--- src/rtl/conv_pkg.sv ---
// Shared FSM encoding and frame-size helpers for the convolution controller.
// Derived constants are computed from the kernel/image edge lengths.
package conv_pkg;

  typedef enum logic [2:0] {
    S_IDLE,
    S_LOAD_W,
    S_STREAM,
    S_DRAIN,
    S_DONE
  } state_e;

  function automatic int unsigned sq_f(
    input int unsigned x
  );
    return x * x;
  endfunction

  // Valid-window output count for an N x N image and K x K kernel.
  function automatic int unsigned res_total_f(
    input int unsigned n,
    input int unsigned k
  );
    return sq_f(n - k + 1);
  endfunction

  localparam int unsigned KER_DEF  = 5;
  localparam int unsigned IMG_DEF  = 36;
  localparam int unsigned KK_DEF   = sq_f(KER_DEF);
  localparam int unsigned NN_DEF   = sq_f(IMG_DEF);
  localparam int unsigned RES_DEF  = res_total_f(IMG_DEF, KER_DEF);
  localparam int unsigned RES_CW   = 16;

endpackage

--- src/rtl/conv_weight_loader.sv ---
// Serial-to-parallel kernel loader: beat k lands in slot k of weight_o.
// Ports: clr_i restarts indexing, beat_i stores data_i, last_o flags slot K*K-1.
module conv_weight_loader
  import conv_pkg::*;
#(
  parameter int unsigned word_length = 8,
  parameter int unsigned kernel_size = 5
) (
  input  logic clk,
  input  logic rst,
  input  logic clr_i,
  input  logic beat_i,
  input  logic [word_length-1:0] data_i,
  output logic [kernel_size*kernel_size*word_length-1:0] weight_o,
  output logic last_o
);

  localparam int unsigned KK = sq_f(kernel_size);
  localparam int unsigned IW = $clog2(KK + 1);

  logic [IW-1:0] idx_q, idx_d;
  logic [KK*word_length-1:0] w_q, w_d;

  always_comb begin
    w_d   = w_q;
    idx_d = idx_q;
    if (clr_i) begin
      idx_d = '0;
    end else if (beat_i) begin
      idx_d = idx_q + 1'b1;
      for (int k = 0; k < KK; k++) begin
        if (idx_q == IW'(k)) begin
          w_d[k*word_length +: word_length] = data_i;
        end
      end
    end
  end

  always_ff @(posedge clk or posedge rst) begin
    if (rst) begin
      w_q   <= '0;
      idx_q <= '0;
    end else begin
      w_q   <= w_d;
      idx_q <= idx_d;
    end
  end

  assign weight_o = w_q;
  assign last_o   = (idx_q == IW'(KK - 1));

endmodule

--- src/rtl/conv_ctrl.sv ---
// Frame sequencer for a convolution datapath: loads a kernel, streams pixels,
// counts results. Ports: start/w_*/pix_* in, conv_* to datapath, busy/done/res_count.
module conv_ctrl
  import conv_pkg::*;
#(
  parameter int unsigned word_length = 8,
  parameter int unsigned kernel_size = 5,
  parameter int unsigned image_size  = 36
) (
  input  logic clk,
  input  logic rst,
  input  logic start,
  input  logic w_valid,
  input  logic [word_length-1:0] w_data,
  output logic w_ready,
  input  logic pix_valid,
  input  logic [word_length-1:0] pix_data,
  output logic pix_ready,
  output logic conv_clr,
  output logic conv_in_valid,
  output logic [word_length-1:0] conv_data_in,
  output logic [kernel_size*kernel_size*word_length-1:0] weight_value,
  input  logic conv_res_valid,
  output logic busy,
  output logic done,
  output logic [15:0] res_count
);

  localparam int unsigned NN = sq_f(image_size);
  localparam int unsigned RT = res_total_f(image_size, kernel_size);
  localparam int unsigned PW = $clog2(NN + 1);

  state_e state_q, state_d;

  logic [PW-1:0] pix_cnt_q;
  logic [15:0]   res_cnt_q;
  logic          frame_start;
  logic          w_beat;
  logic          w_last;
  logic          pix_beat;
  logic          pix_last;
  logic          res_full;
  logic          res_take;

  // Beats are qualified by state, not by the ready outputs, to keep the
  // handshake free of combinational feedback through the FSM block.
  assign frame_start = (state_q == S_IDLE) && start;
  assign w_beat      = (state_q == S_LOAD_W) && w_valid;
  assign pix_beat    = (state_q == S_STREAM) && pix_valid;
  assign pix_last    = pix_beat && (pix_cnt_q == PW'(NN - 1));
  assign res_full    = (res_cnt_q == 16'(RT));
  assign res_take    = conv_res_valid && !res_full
                    && ((state_q == S_STREAM) || (state_q == S_DRAIN));

  conv_weight_loader #(
    .word_length(word_length),
    .kernel_size(kernel_size)
  ) u_wload (
    .clk     (clk),
    .rst     (rst),
    .clr_i   (frame_start),
    .beat_i  (w_beat),
    .data_i  (w_data),
    .weight_o(weight_value),
    .last_o  (w_last)
  );

  always_comb begin
    state_d   = state_q;
    w_ready   = 1'b0;
    pix_ready = 1'b0;
    busy      = 1'b1;
    done      = 1'b0;
    unique case (state_q)
      S_IDLE: begin
        busy = 1'b0;
        if (start) state_d = S_LOAD_W;
      end
      S_LOAD_W: begin
        w_ready = 1'b1;
        if (w_beat && w_last) state_d = S_STREAM;
      end
      S_STREAM: begin
        pix_ready = 1'b1;
        if (pix_last) state_d = S_DRAIN;
      end
      S_DRAIN: begin
        if (res_full) state_d = S_DONE;
      end
      S_DONE: begin
        done    = 1'b1;
        state_d = S_IDLE;
      end
      default: state_d = S_IDLE;
    endcase
  end

  always_ff @(posedge clk or posedge rst) begin
    if (rst) begin
      state_q       <= S_IDLE;
      conv_clr      <= 1'b0;
      conv_in_valid <= 1'b0;
      conv_data_in  <= '0;
      pix_cnt_q     <= '0;
      res_cnt_q     <= '0;
    end else begin
      state_q       <= state_d;
      conv_clr      <= frame_start;
      conv_in_valid <= pix_beat;
      if (pix_beat) conv_data_in <= pix_data;
      if (frame_start) begin
        pix_cnt_q <= '0;
        res_cnt_q <= '0;
      end else begin
        if (pix_beat) pix_cnt_q <= pix_cnt_q + 1'b1;
        if (res_take) res_cnt_q <= res_cnt_q + 16'd1;
      end
    end
  end

  assign res_count = res_cnt_q;

endmodule
--- config.mk ---
export PLATFORM = sky130hd
export DESIGN_NAME = conv_ctrl
export DESIGN_NICKNAME = d
export VERILOG_FILES = /design/src/rtl/conv_pkg.sv /design/src/rtl/conv_weight_loader.sv /design/src/rtl/conv_ctrl.sv
export SDC_FILE = /design/constraint.sdc
export NUM_CORES = 1
export LEC_CHECK = 0
export CAP_MARGIN = 20
export CORE_ASPECT_RATIO = 1.25
export CORE_MARGIN = 4
export CORE_UTILIZATION = 53
export DETAILED_ROUTE_END_ITERATION = 10
export PLACE_DENSITY = 0.95
export SLEW_MARGIN = 20
export SYNTH_ARGS = -nofsm -noshare
export SYNTH_HDL_FRONTEND = slang
export SYNTH_SLANG_ARGS = --single-unit
--- constraint.sdc ---
create_clock -name clk -period 20.6 [get_ports clk]
set_input_delay 2.06 -clock clk [delete_from_list [all_inputs] [get_ports clk]]
set_output_delay 2.06 -clock clk [all_outputs]
set_load 0.05 [all_outputs]
==> metrics.cfg, run 1 <==
[outcome]
status=finished, final reports clean

[synth]
synth_edf_count=0
avgSynthCellArea_sq_um=14.5
yosysSeqAreaShare_pct=62.3
netlist_instances=678
async_flop_share_pct=100
synth_ff_type=dfrtp_1
synth_cell_types=48
netlist_area_sq_um=9850
yosysWarningCount=0
syn-num-nets=708
ys_ff_latch=245

[setup_path]
worstPathArrival_ns=2.57
start_kind=register
critPathTopFamily=buffers and inverters
crit_path_end_kind=primary output
r2r-end=u_wload.weight_o[195]
max_stage_delay_ns=0.79
slowest_stage=clkdlybuf4s50_1
reg2reg_slack_ns=18.23
r2r_cells=4
path_cells=or3b_2, inv_1, clkdlybuf4s50_1
path_class=reg -> out
cp.required_ns=18.54
reg2reg_from=state_q[1]
path_max_fanout=12
cp_num_buf_inv=2

[worst_hold_path]
min_path_cells=1
hold_end=u_wload.weight_o[60]
holdCritStartpoint=u_wload.weight_o[60]
hold_class=reg -> reg

[finish]
regArea_sq_um=6130
num_antenna_cells=0
multi_input_area_sq_um=3520
area_growth_syn_to_layout_pct=35.8
utilization_pct=73.6
mostFrequentLayoutCells=250 x clkdlybuf4s50_1, 245 x dfrtp_1, 207 x mux2_2
final_common_cell=clkdlybuf4s50_1
nNetsFinal=957
fillerInstances=1121
drive_gt1_share_pct=28.5

[flow_run]
cap_violations=0

[power_and_ir_drop]
peakVddDrop_uv=65.1
power_density_nw_per_um2=79.6
p_leak_nw=6.38

[sta]
finalCritPeriodShare_pct=22.5
setup_viol=0
skew_ns=0.0272
rsz0062_at_grt=no
tightest_slew_ns=1.11
slew_headroom_pct=25.4
slew_violations=0
setup_tns_ns=0
fmax_mhz=216
hold_viol=0
post-route-min-period_ns=4.63

[place]
hpwl_um=17900
port-buffer-count=251
gp_congestion=0.829

[cts]
htree_num_levels=1
path_clk_slew_ns=0.06
cts_resized=0
cts-root-buf=clkbuf_16
cts_made_buffers=23
cts.sinks=245
cts_setup_buffers=0
cts_tree=yes
worstSkewPairLatency_ns=0.52
cts_buffer_depth=3
hold_buffers=0

[floorplanning]
io-pin-count=252
core-area_sq_um=18200
fp-row-count=55
die_width_um=130
initial_core_util_pct=54.2
die-area_sq_um=20800
fp.dieH_um=160

[global_routing]
grt_max_degree=109
grt-ovfl-total=0
first_global_vias=7117
antenna_found_initial=0
grt_first_pass_wirelength_um=41200
grt_usage_pct=25.3

[route]
ant_nets=0
wl_um=26200
vias=6654
wl_per_cell_um=22.4
route.detailed.drc=0
drt_iter0_markers=387
dr.pass1.iters=4
vias_per_cell=5.68

[metal layers]
layer,vias up,wire (um),global-route usage (%)
li1,2918,-,-
met1,3399,9780,30.0
met2,271,13300,43.9
met3,66,1930,6.39
met4,0,1150,10.0
met5,-,0,0
[registers in the layout, indices dropped and copies added, names as in the netlist]
register and count:
u_wload.idx_q 5, state_q 3, pix_cnt_q 11, u_wload.weight_o 200
conv_data_in 8, conv_in_valid 1, res_count 16, conv_clr 1
[cell type report]
type / instances / share of cell area (%)
clock buffers: 31 / 5.13
multi-input cells: 386 / 26.3
flip-flops and latches: 245 / 45.9
repair buffers: 258 / 19.2
clock inverters: 10 / 0.964
inverters: 13 / 0.421
well taps: 228 / 2.13
[cell usage after synthesis (all sizes together) (5+ instances only)]
library cell,number,area (sq um)
o21ai,6,30.0
nor3,7,40.0
xnor2,8,70.1
nor2b,5,31.3
nor4,6,37.5
and3,5,31.3
nand4,9,56.3
inv,13,48.8
dfrtp,245,6130
nand2,31,116
clkbuf,24,90.1
buf,10,57.6
mux2,209,2350
o211ai,5,37.5
ha,8,100
nor2,20,75.1
nand3,14,90.1
a21oi,5,25.0
nor3b,5,47.5
[per-stage QoR]
stage | hold slack [ns] | setup slack [ns] | std cells | power [mW] | cell area, sq um
4_1_cts | 0.499 | 15.97 | 1171 | 1.07 | 13400
2_1_floorplan | 0.490 | 11.81 | 678 | 0.586 | 9850
6_report | 0.495 | 15.97 | 1171 | 1.06 | 13400
3_3_place_gp | 0.476 | 16.38 | 1130 | 0.622 | 12600
5_1_grt | 0.512 | 15.90 | 1171 | 1.11 | 13400
3_5_place_dp | 0.484 | 16.35 | 1130 | 0.626 | 12600
[cells by family (layout without fill, tap and decap cells)]
logic type / Yosys count / in the layout / share of synthesized area, %
muxes: 213 / 213 / 24.3
DFF: 245 / 245 / 62.3
AOI/OAI and AO/OA: 26 / 26 / 1.75
buffers and inverters: 47 / 312 / 2.00
and+or+nand+nor: 127 / 127 / 7.59
xor gates and xnor gates: 12 / 12 / 1.07
adders and majority gates: 8 / 8 / 1.02
[worst reg2reg max path: stages, from the launching register on]
cell	delay, ns
dfrtp_1	0.53
nand4bb_1	0.43
nor3b_2	0.41
and3_1	0.50
mux2_2	0.40
[report_power, final]
part	switching (mW)	total, mW	internal (mW)
Sequential	0.0188	0.514	0.495
Combinational	0.0674	0.103	0.0354
Clock	0.177	0.448	0.270
[worst max path at each step]
stage | start | end | slack [ns] | cells after the start
after floorplan | rst | conv_clr | 11.81 | 1
after global placement | w_valid | u_wload.weight_o[196] | 16.38 | 5
after detailed placement | w_valid | u_wload.weight_o[143] | 16.35 | 5
after CTS | state_q[1] | pix_ready | 15.97 | 3
after global routing | state_q[1] | pix_ready | 15.90 | 3
final | state_q[1] | pix_ready | 15.97 | 3
(Power assumes the default switching activity.)
==> run 2, diff against run 1 <==
CORE_UTILIZATION = 49   (was 53)
PLACE_DENSITY = 0.89   (was 0.95)
clock period = 4.65 ns   (was 20.6 ns; I/O delays follow)
==> metrics.cfg, run 2 (synthesis gave the netlist of run 1 again) <==
[finish]
final_common_cell=clkdlybuf4s50_1
num_antenna_cells=0  ; unchanged
nNetsFinal=958  ; +0.10%
final_area_sq_um=13400  ; +0.23%
final_cells=1209  ; +3.2%
mostFrequentLayoutCells=250 x clkdlybuf4s50_1, 245 x dfrtp_1, 207 x mux2_2
area_growth_syn_to_layout_pct=36.1
largest_register_ffs=200  ; unchanged
drive_gt1_share_pct=28.2  ; -0.35 points

[place]
placed_cell_area_sq_um=12600  ; +0.54%
gp_congestion=0.869  ; +4.9%
hpwl_um=17800  ; -0.84%
dpl_worst_slack_ns=1.94  ; -14.41 ns
dp_cells=1168  ; +3.4%
port-buffer-count=251  ; unchanged

[outcome]
status=finished, final reports clean

[power_and_ir_drop]
combPwrFrac_pct=9.6  ; about the same
switchingPower_mw=1.17  ; +340%
swShare_pct=24.9  ; +0.17 points
intPower_mw=3.51  ; +340%
power_frac_seq_pct=48.6  ; +0.3 points
p_leak_nw=6.36  ; -0.29%
peakVddDrop_uv=268  ; +310%
power_density_nw_per_um2=349  ; +340%
power.share.clock_pct=41.7  ; -0.4 points

[sta]
setup_tns_ns=0  ; unchanged
hold_viol=0  ; unchanged
setup_viol=0  ; unchanged
slew_violations=0  ; unchanged
tightest_slew_ns=1.06  ; -0.0579 ns
rsz0062_at_grt=no
finalCritPeriodShare_pct=65.1
fmax_mhz=330
skew_ns=0.0185  ; -0.00869 ns
fin_ws_ns=1.62  ; -14.35 ns
post-route-min-period_ns=3.03
slew_headroom_pct=29.3  ; +3.9 points

[cts]
cts_resized=0  ; unchanged
path_clk_slew_ns=0.06  ; about the same
hold_buffers=0  ; unchanged
cts-root-buf=clkbuf_16
cts_buffer_depth=3  ; unchanged
cts_made_buffers=23  ; unchanged
cts_setup_buffers=0  ; unchanged
worstSkewPairLatency_ns=0.52  ; about the same
htree_num_levels=1  ; unchanged
cts.sinks=245  ; unchanged
cts_tree=yes

[flow_run]
cap_violations=0  ; unchanged

[setup_path]
cp.required_ns=4.18  ; -14.36 ns
path_class=reg -> out
r2r_cells=5  ; +1
crit_path_end_kind=primary output
worstPathArrival_ns=2.56  ; about the same
path_max_fanout=12  ; unchanged
start_kind=register

[floorplanning]
core-area_sq_um=19600  ; +8.0%
fp-row-count=57  ; +3.6%
initial_core_util_pct=50.2  ; -4.0 points
fp.dieH_um=166  ; +3.8%
die_width_um=135  ; +3.8%
io-pin-count=252  ; unchanged
die-area_sq_um=22400  ; +7.7%

[route]
wl_per_cell_um=21.6  ; -3.7%
route.detailed.drc=0  ; unchanged
dr.pass1.iters=5  ; +1
drt_iter0_markers=313  ; -19%
vias_per_cell=5.48  ; -3.6%
wl_um=26100  ; -0.53%
ant_nets=0  ; unchanged
vias=6620  ; -0.51%

[global_routing]
use_met1_pct=28.0  ; -2.0 points
grt_usage_pct=23.2  ; -2.2 points
met3_usage_pct=5.19  ; -1.2 points
antenna_found_initial=0  ; unchanged
grt_busiest_layer=met2
grt-ovfl-total=0  ; unchanged
grt_max_degree=183  ; +68%
grt_use_met2_pct=40.4  ; -3.5 points
first_global_vias=6982  ; -1.9%
grt_first_pass_wirelength_um=40900  ; -0.84%

[worst_hold_path]
min_path_cells=1  ; unchanged
hold_class=reg -> reg

run 2: changes by cell type in the layout (fill, tap and decap cells not counted):
cell / change
clkbuf_8: -3
clkbuf_1: +4
inv_8: -1
buf_12: +1
clkinv_2: -2
clkinv_4: +1
clkinvlp_4: +1
buf_4: +1
buf_6: -1
run 2: layout make-up:
cell class,count,area [sq um]
fillers,1400,6210
flip-flops and latches,245,6130
multi-input cells,386,3520
repair buffers,259,2580
clock buffers,32,659
well taps,265,332
clock inverters,9,128
inverters,13,52.6
run 2: stage by stage:
step / hold WS, ns / util (%) / power, mW
2_1_floorplan: 0.490 / - / 2.60
3_3_place_gp: 0.472 / 64.3 / 2.76
3_5_place_dp: 0.484 / 64.3 / 2.77
4_1_cts: 0.499 / 68.4 / 4.71
5_1_grt: 0.513 / 68.3 / 4.85
6_report: 0.491 / 68.3 / 4.68
run 2: worst max-delay path, stage by stage (launching register included):
cell and delay [ns]:
dfrtp_1 0.58, or3b_2 0.55, inv_1 0.12, clkdlybuf4s50_1 0.80
run 2: final timing paths:
| kind | start | to | slack, ns |
|---|---|---|---|
| worst max-delay path | state_q[1] | pix_ready | 1.62 |
| worst min-delay path | u_wload.weight_o[60] | u_wload.weight_o[60] | 0.49 |
| worst max register to register | state_q[1] | u_wload.idx_q[1] | 2.23 |
| worst min register to register | u_wload.weight_o[60] | u_wload.weight_o[60] | 0.49 |
| max in group asynchronous | rst | u_wload.weight_o[79] | 3.34 |
| min in group asynchronous | rst | u_wload.weight_o[17] | 0.55 |
run 2: power groups by stage:
stage | Sequential, mW | Clock, mW | Combinational [mW]
after floorplan | 2.42 | 0 | 0.180
after global placement | 2.31 | 0 | 0.448
after detailed placement | 2.31 | 0 | 0.457
after CTS | 2.27 | 1.98 | 0.458
after global routing | 2.29 | 2.07 | 0.495
final | 2.27 | 1.95 | 0.451
run 2: layer usage:
| layer | up-vias | routed length (um) |
|---|---|---|
| met3 | 57 | 1770 |
| met4 | 0 | 970 |
| met5 | - | 0 |
| met2 | 241 | 13400 |
| li1 | 2925 | - |
| met1 | 3397 | 9960 |
==> run 3, diff against run 2 <==
CORE_UTILIZATION = 44   (was 49)
PLACE_DENSITY = 0.85   (was 0.89)
clock period = 2.68 ns   (was 4.65 ns; I/O delays follow)
==> metrics.cfg, run 3 (synthesis gave the netlist of run 1 again) <==
[route]
dr.pass1.iters=4  ; -1
wl_per_cell_um=21.3  ; -1.1%
ant_nets=0  ; unchanged
wl_um=26300  ; +1.1%
drt_iter0_markers=173  ; -45%
vias=6618  ; -0.030%
vias_per_cell=5.36  ; -2.1%
route.detailed.drc=0  ; unchanged

[sta]
hold_viol=0  ; unchanged
finalCritPeriodShare_pct=91.8
setup_viol=0  ; unchanged
hold-worst-slack_ns=0.134  ; -0.357 ns
setup_tns_ns=0  ; unchanged
skew_ns=0.0234  ; +0.00493 ns
slew_violations=0  ; unchanged
fmax_mhz=407
tightest_slew_ns=0.595  ; -0.462 ns
rsz0062_at_grt=no
post-route-min-period_ns=2.46
slew_headroom_pct=60.2  ; +31 points

[cts]
cts_made_buffers=24  ; +4.3%
cts_setup_buffers=0  ; unchanged
cts_resized=1  ; +1
path_clk_slew_ns=0.06  ; about the same
cts.sinks=245  ; unchanged
worstSkewPairLatency_ns=0.53  ; about the same
cts_tree=yes
htree_num_levels=1  ; unchanged
cts-root-buf=clkbuf_16
cts_buffer_depth=3  ; unchanged
hold_buffers=0  ; unchanged

[finish]
area_growth_syn_to_layout_pct=37.0
num_antenna_cells=0  ; unchanged
largest_register_ffs=200  ; unchanged
drive_gt1_share_pct=28.7  ; +0.48 points
multi_input_area_sq_um=3520  ; unchanged
regArea_sq_um=6130  ; unchanged
nNetsFinal=969  ; +1.1%
final_common_cell=clkdlybuf4s50_1
mostFrequentLayoutCells=250 x clkdlybuf4s50_1, 245 x dfrtp_1, 207 x mux2_2
fillerInstances=1636  ; +17%

[power_and_ir_drop]
p_leak_nw=6.40  ; +0.55%
combPwrFrac_pct=10.2  ; +0.6 points
intPower_mw=5.87  ; +67%
power_frac_seq_pct=49.8  ; +1.2 points
switchingPower_mw=2.07  ; +78%
power_density_nw_per_um2=589  ; +69%
peakVddDrop_uv=543  ; +100%
power.share.clock_pct=40.0  ; -1.7 points
swShare_pct=26.1  ; +1.2 points

[global_routing]
grt_usage_pct=20.8  ; -2.3 points
antenna_found_initial=0  ; unchanged
grt-ovfl-total=0  ; unchanged
grt_first_pass_wirelength_um=40900  ; about the same
first_global_vias=7068  ; +1.2%
grt_max_degree=65  ; -64%

[place]
gp_congestion=0.796  ; -8.4%
hpwl_um=18100  ; +1.9%
port-buffer-count=251  ; unchanged

[setup_path]
max_stage_delay_ns=0.58  ; -0.22 ns
path_class=reg -> out
slowest_stage=or3b_2
critPathTopFamily=buffers and inverters
worstPathArrival_ns=2.19  ; -0.37 ns
path_cells=or3b_2, inv_1, dlygate4sd2_1
path_max_fanout=11  ; -1
crit_path_end_kind=primary output
cp_num_buf_inv=2  ; unchanged
cp.required_ns=2.41  ; -1.77 ns
start_kind=register

[floorplanning]
initial_core_util_pct=45.2  ; -5.0 points
io-pin-count=252  ; unchanged
die-area_sq_um=24800  ; +11%
fp-row-count=60  ; +5.3%
fp.dieH_um=175  ; +5.3%
die_width_um=142  ; +5.2%
core-area_sq_um=21800  ; +11%

[flow_run]
cap_violations=0  ; unchanged

[worst_hold_path]
hold_class=in -> async

[outcome]
status=finished, final reports clean

## run 3: power by group through the flow
stage / combinational (mW) / clock [mW] / sequential (mW)
floorplan: 0.312 / 0 / 4.19
global placement: 0.790 / 0 / 4.01
detailed placement: 0.814 / 0 / 4.02
CTS: 0.820 / 3.25 / 3.95
global route: 0.881 / 3.40 / 3.97
finish: 0.806 / 3.18 / 3.95
## run 3: final timing paths
check	startpoint	endpoint	slack (ns)	depth (start not counted)
min in group clk	pix_data[5]	conv_data_in[5]	0.37	2
worst min register to register	u_wload.weight_o[69]	u_wload.weight_o[69]	0.50	1
max in group asynchronous	rst	u_wload.weight_o[75]	1.79	3
worst max-delay path	state_q[2]	pix_ready	0.22	3
worst max register to register	state_q[2]	u_wload.weight_o[156]	0.35	4
worst min-delay path	rst	u_wload.weight_o[27]	0.13	2
## run 3: final cells by class
| class | count | area share (%) |
|---|---|---|
| multi-input combinational | 386 | 26.1 |
| inverter | 13 | 0.390 |
| timing repair buffer | 269 | 20.0 |
| sequential | 245 | 45.5 |
| clock buffer | 35 | 5.06 |
| clock inverter | 8 | 0.408 |
| tap | 279 | 2.59 |
## run 3: layer usage
metal,vias to the layer above,track usage (%),routed length (um)
met1,3416,24.4,10200
met4,0,6.40,782
met2,222,37.3,13600
met3,49,5.28,1750
met5,-,0,0
li1,2931,-,-
## run 3: per-stage QoR
stage | total power, mW | utilization, % | instance area (sq um) | instances | worst slack, ns
after floorplan | 4.51 | - | 9850 | 678 | -0.806
after global placement | 4.80 | 58.6 | 12700 | 1192 | 0.242
after detailed placement | 4.83 | 58.6 | 12700 | 1192 | 0.200
after CTS | 8.02 | 61.9 | 13500 | 1235 | 0.205
after global routing | 8.25 | 61.9 | 13500 | 1235 | 0.139
final | 7.94 | 61.9 | 13500 | 1235 | 0.221
==> edit (flow settings as in run 2) <==
Re-encode `state_e` (5 states) as one-hot, 5 bits wide.
--- a/src/rtl/conv_pkg.sv
+++ b/src/rtl/conv_pkg.sv
@@ -2,12 +2,12 @@
 // Derived constants are computed from the kernel/image edge lengths.
 package conv_pkg;
 
-  typedef enum logic [2:0] {
-    S_IDLE,
-    S_LOAD_W,
-    S_STREAM,
-    S_DRAIN,
-    S_DONE
+  typedef enum logic [4:0] {
+    S_IDLE   = 5'b00001,
+    S_LOAD_W = 5'b00010,
+    S_STREAM = 5'b00100,
+    S_DRAIN  = 5'b01000,
+    S_DONE   = 5'b10000
   } state_e;
 
   function automatic int unsigned sq_f(
Function: no difference found for any inputs over 4 cycles, from zero or initial values and one cycle with rst high; so few cycles prove little.
==> edit against run 2 <==
  * Design area increased by 2.0%
  * Worst setup slack got worse by 0.098 ns
  * Synthesized area increased by 1.5%
  * Die area increased by 1.4%
  * Sequential cell count increased by 2
  * Wire length increased by 2.3%
  * Hold slack got worse by 0.14 ns
  * Highest routed layer unchanged
  * Critical endpoint is now w_ready
  * Register-to-register slack got worse by 0.22 ns
Power is not compared: it rests on default switching activity, and its combinational part moved more than twofold at a synthesized area within 25%.
==> edit: results (changes against run 2) <==
RePlAce Congestion=0.830 (-4.4%); Slew Viols, Final=0 (unchanged); Syn Nets=733 (+3.5%); layout cell share with drive strength beyond 1=28.5% (+0.35 points); worst r2r src=state_q[2]; Vias=6828 (+3.1%); HPWL after DPL=17.8 mm (+0.52%); Worst-path clk slew=0.06 ns (about the same); antenna violations before repair=0 (unchanged); Yosys cell types=46 (-4.2%); initial DRC count=386 (+23%); drt pass-1 iters=4 (-1); latest clock arrival within the worst-skew pair=0.52 ns (about the same); DR top layer=met4; met2 GRT Util=39.9% (-0.53 points); top cells by area, synth=dfrtp_1 62%, mux2_2 23%, nand3_1 1.1%, ha_1 1.0%, nand2_1 0.98%; sequential area share after synthesis=61.9% (-0.39 points); Placement Setup Slack=1.61 ns (-0.329 ns); Leakage Power=approximately 6.4 nW; largest net degree at the start of global routing=181 (-1.1%); first-pass GRT wire length=41.9 mm (+2.5%); Ant. Diodes=0 (unchanged); Warnings, synthesis=0 (unchanged); CTS Buf Count=24 (+4.3%); metal2 WL=13.4 mm (+0.63%); crit-path max FO=9 (-3); crit start category=flip-flop; Worst EP arrival=2.66 ns (+0.10 ns); DR DRC count=0 (unchanged); met3 global-route usage=6.28% (+1.1 points); hold_buf cts=0 (unchanged); Commonest cells post-synth=246 x dfrtp_1, 208 x mux2_2, 26 x nand2_1, 24 x clkbuf_1, 22 x nand3_1; clock skew=0.0237 ns (+0.00519 ns); worst slew pin tran=1.07 ns (+0.0146 ns); Root Buffer Master=clkbuf_16; status=finished, final reports clean; max reg flops=200 (unchanged); path depth of the worst reg2reg path=4 (-1); Port Buf Inserts=251 (unchanged); post-CTS sizing=0 (unchanged); Routed met1 length=10.3 mm (+3.1%); HP Class=input port to asynchronous set/reset pin; met3 WL=2.09 mm (+18%); Async S/R FF share, synth=100% (unchanged); vias in the first global route=7361 (+5.4%); total track usage=23.5% (+0.33 points); Clock Path Buffers=3 (unchanged); Nets=991 (+3.4%); # Post-CTS Setup Buffers=0 (unchanged); final wirelength=26.7 mm (+2.3%); Clock H-tree levels=1 (unchanged); grt met1 use=29.1% (+1.1 points); sw frac=~28%; Peak VDD IR=a little over 0.3 mV
edit: worst paths after layout:
path                                              end  slack (ns)
min in group clk                 u_wload.weight_o[26]        0.50
max in group asynchronous        u_wload.weight_o[87]        2.94
worst min-delay path            u_wload.weight_o[142]        0.35
worst max register to register  u_wload.weight_o[152]        2.01
worst max-delay path                          w_ready        1.52
worst min register to register   u_wload.weight_o[26]        0.50
edit: critical path: stages (launching register included):
cell and delay (ns):
dfrtp_1 0.49, or3_1 0.53, nor2_1 0.25, clkdlybuf4s50_1 0.87
edit: kinds of logic after synthesis:
logic type / after synthesis / share of synthesized area (%)
AOI/OAI and AO/OA: 42 / 2.54
xor gates and xnor gates: 10 / 0.877
adders and majority gates: 8 / 1.00
buffers and inverters: 42 / 1.67
DFF: 247 / 61.9
muxes: 210 / 23.6
and+or+nand+nor: 144 / 8.39
edit: area by class of cell:
cell class	instances	area, um^2
Clock inverter	10	136
Inverter	12	48.8
Fill cell	1445	6430
Clock buffer	33	714
Sequential cell	247	6180
Multi-Input combinational cell	414	3640
Timing Repair Buffer	262	2610
Tap cell	270	338
edit: through the flow:
stage	hold WS (ns)	instance area (um^2)	power, mW	instances
2_1_floorplan	0.504	9990	2.95	703
3_3_place_gp	0.487	12800	3.27	1205
3_5_place_dp	0.492	12800	3.29	1205
4_1_cts	0.338	13700	5.35	1248
5_1_grt	0.354	13700	5.49	1248
6_report	0.348	13700	5.29	1248
edit: power by group through the flow:
stage	sequential, mW	combinational (mW)	clock, mW
2_1_floorplan	2.68	0.272	0
3_3_place_gp	2.36	0.912	0
3_5_place_dp	2.37	0.927	0
4_1_cts	2.33	0.931	2.10
5_1_grt	2.34	0.968	2.18
6_report	2.33	0.918	2.05
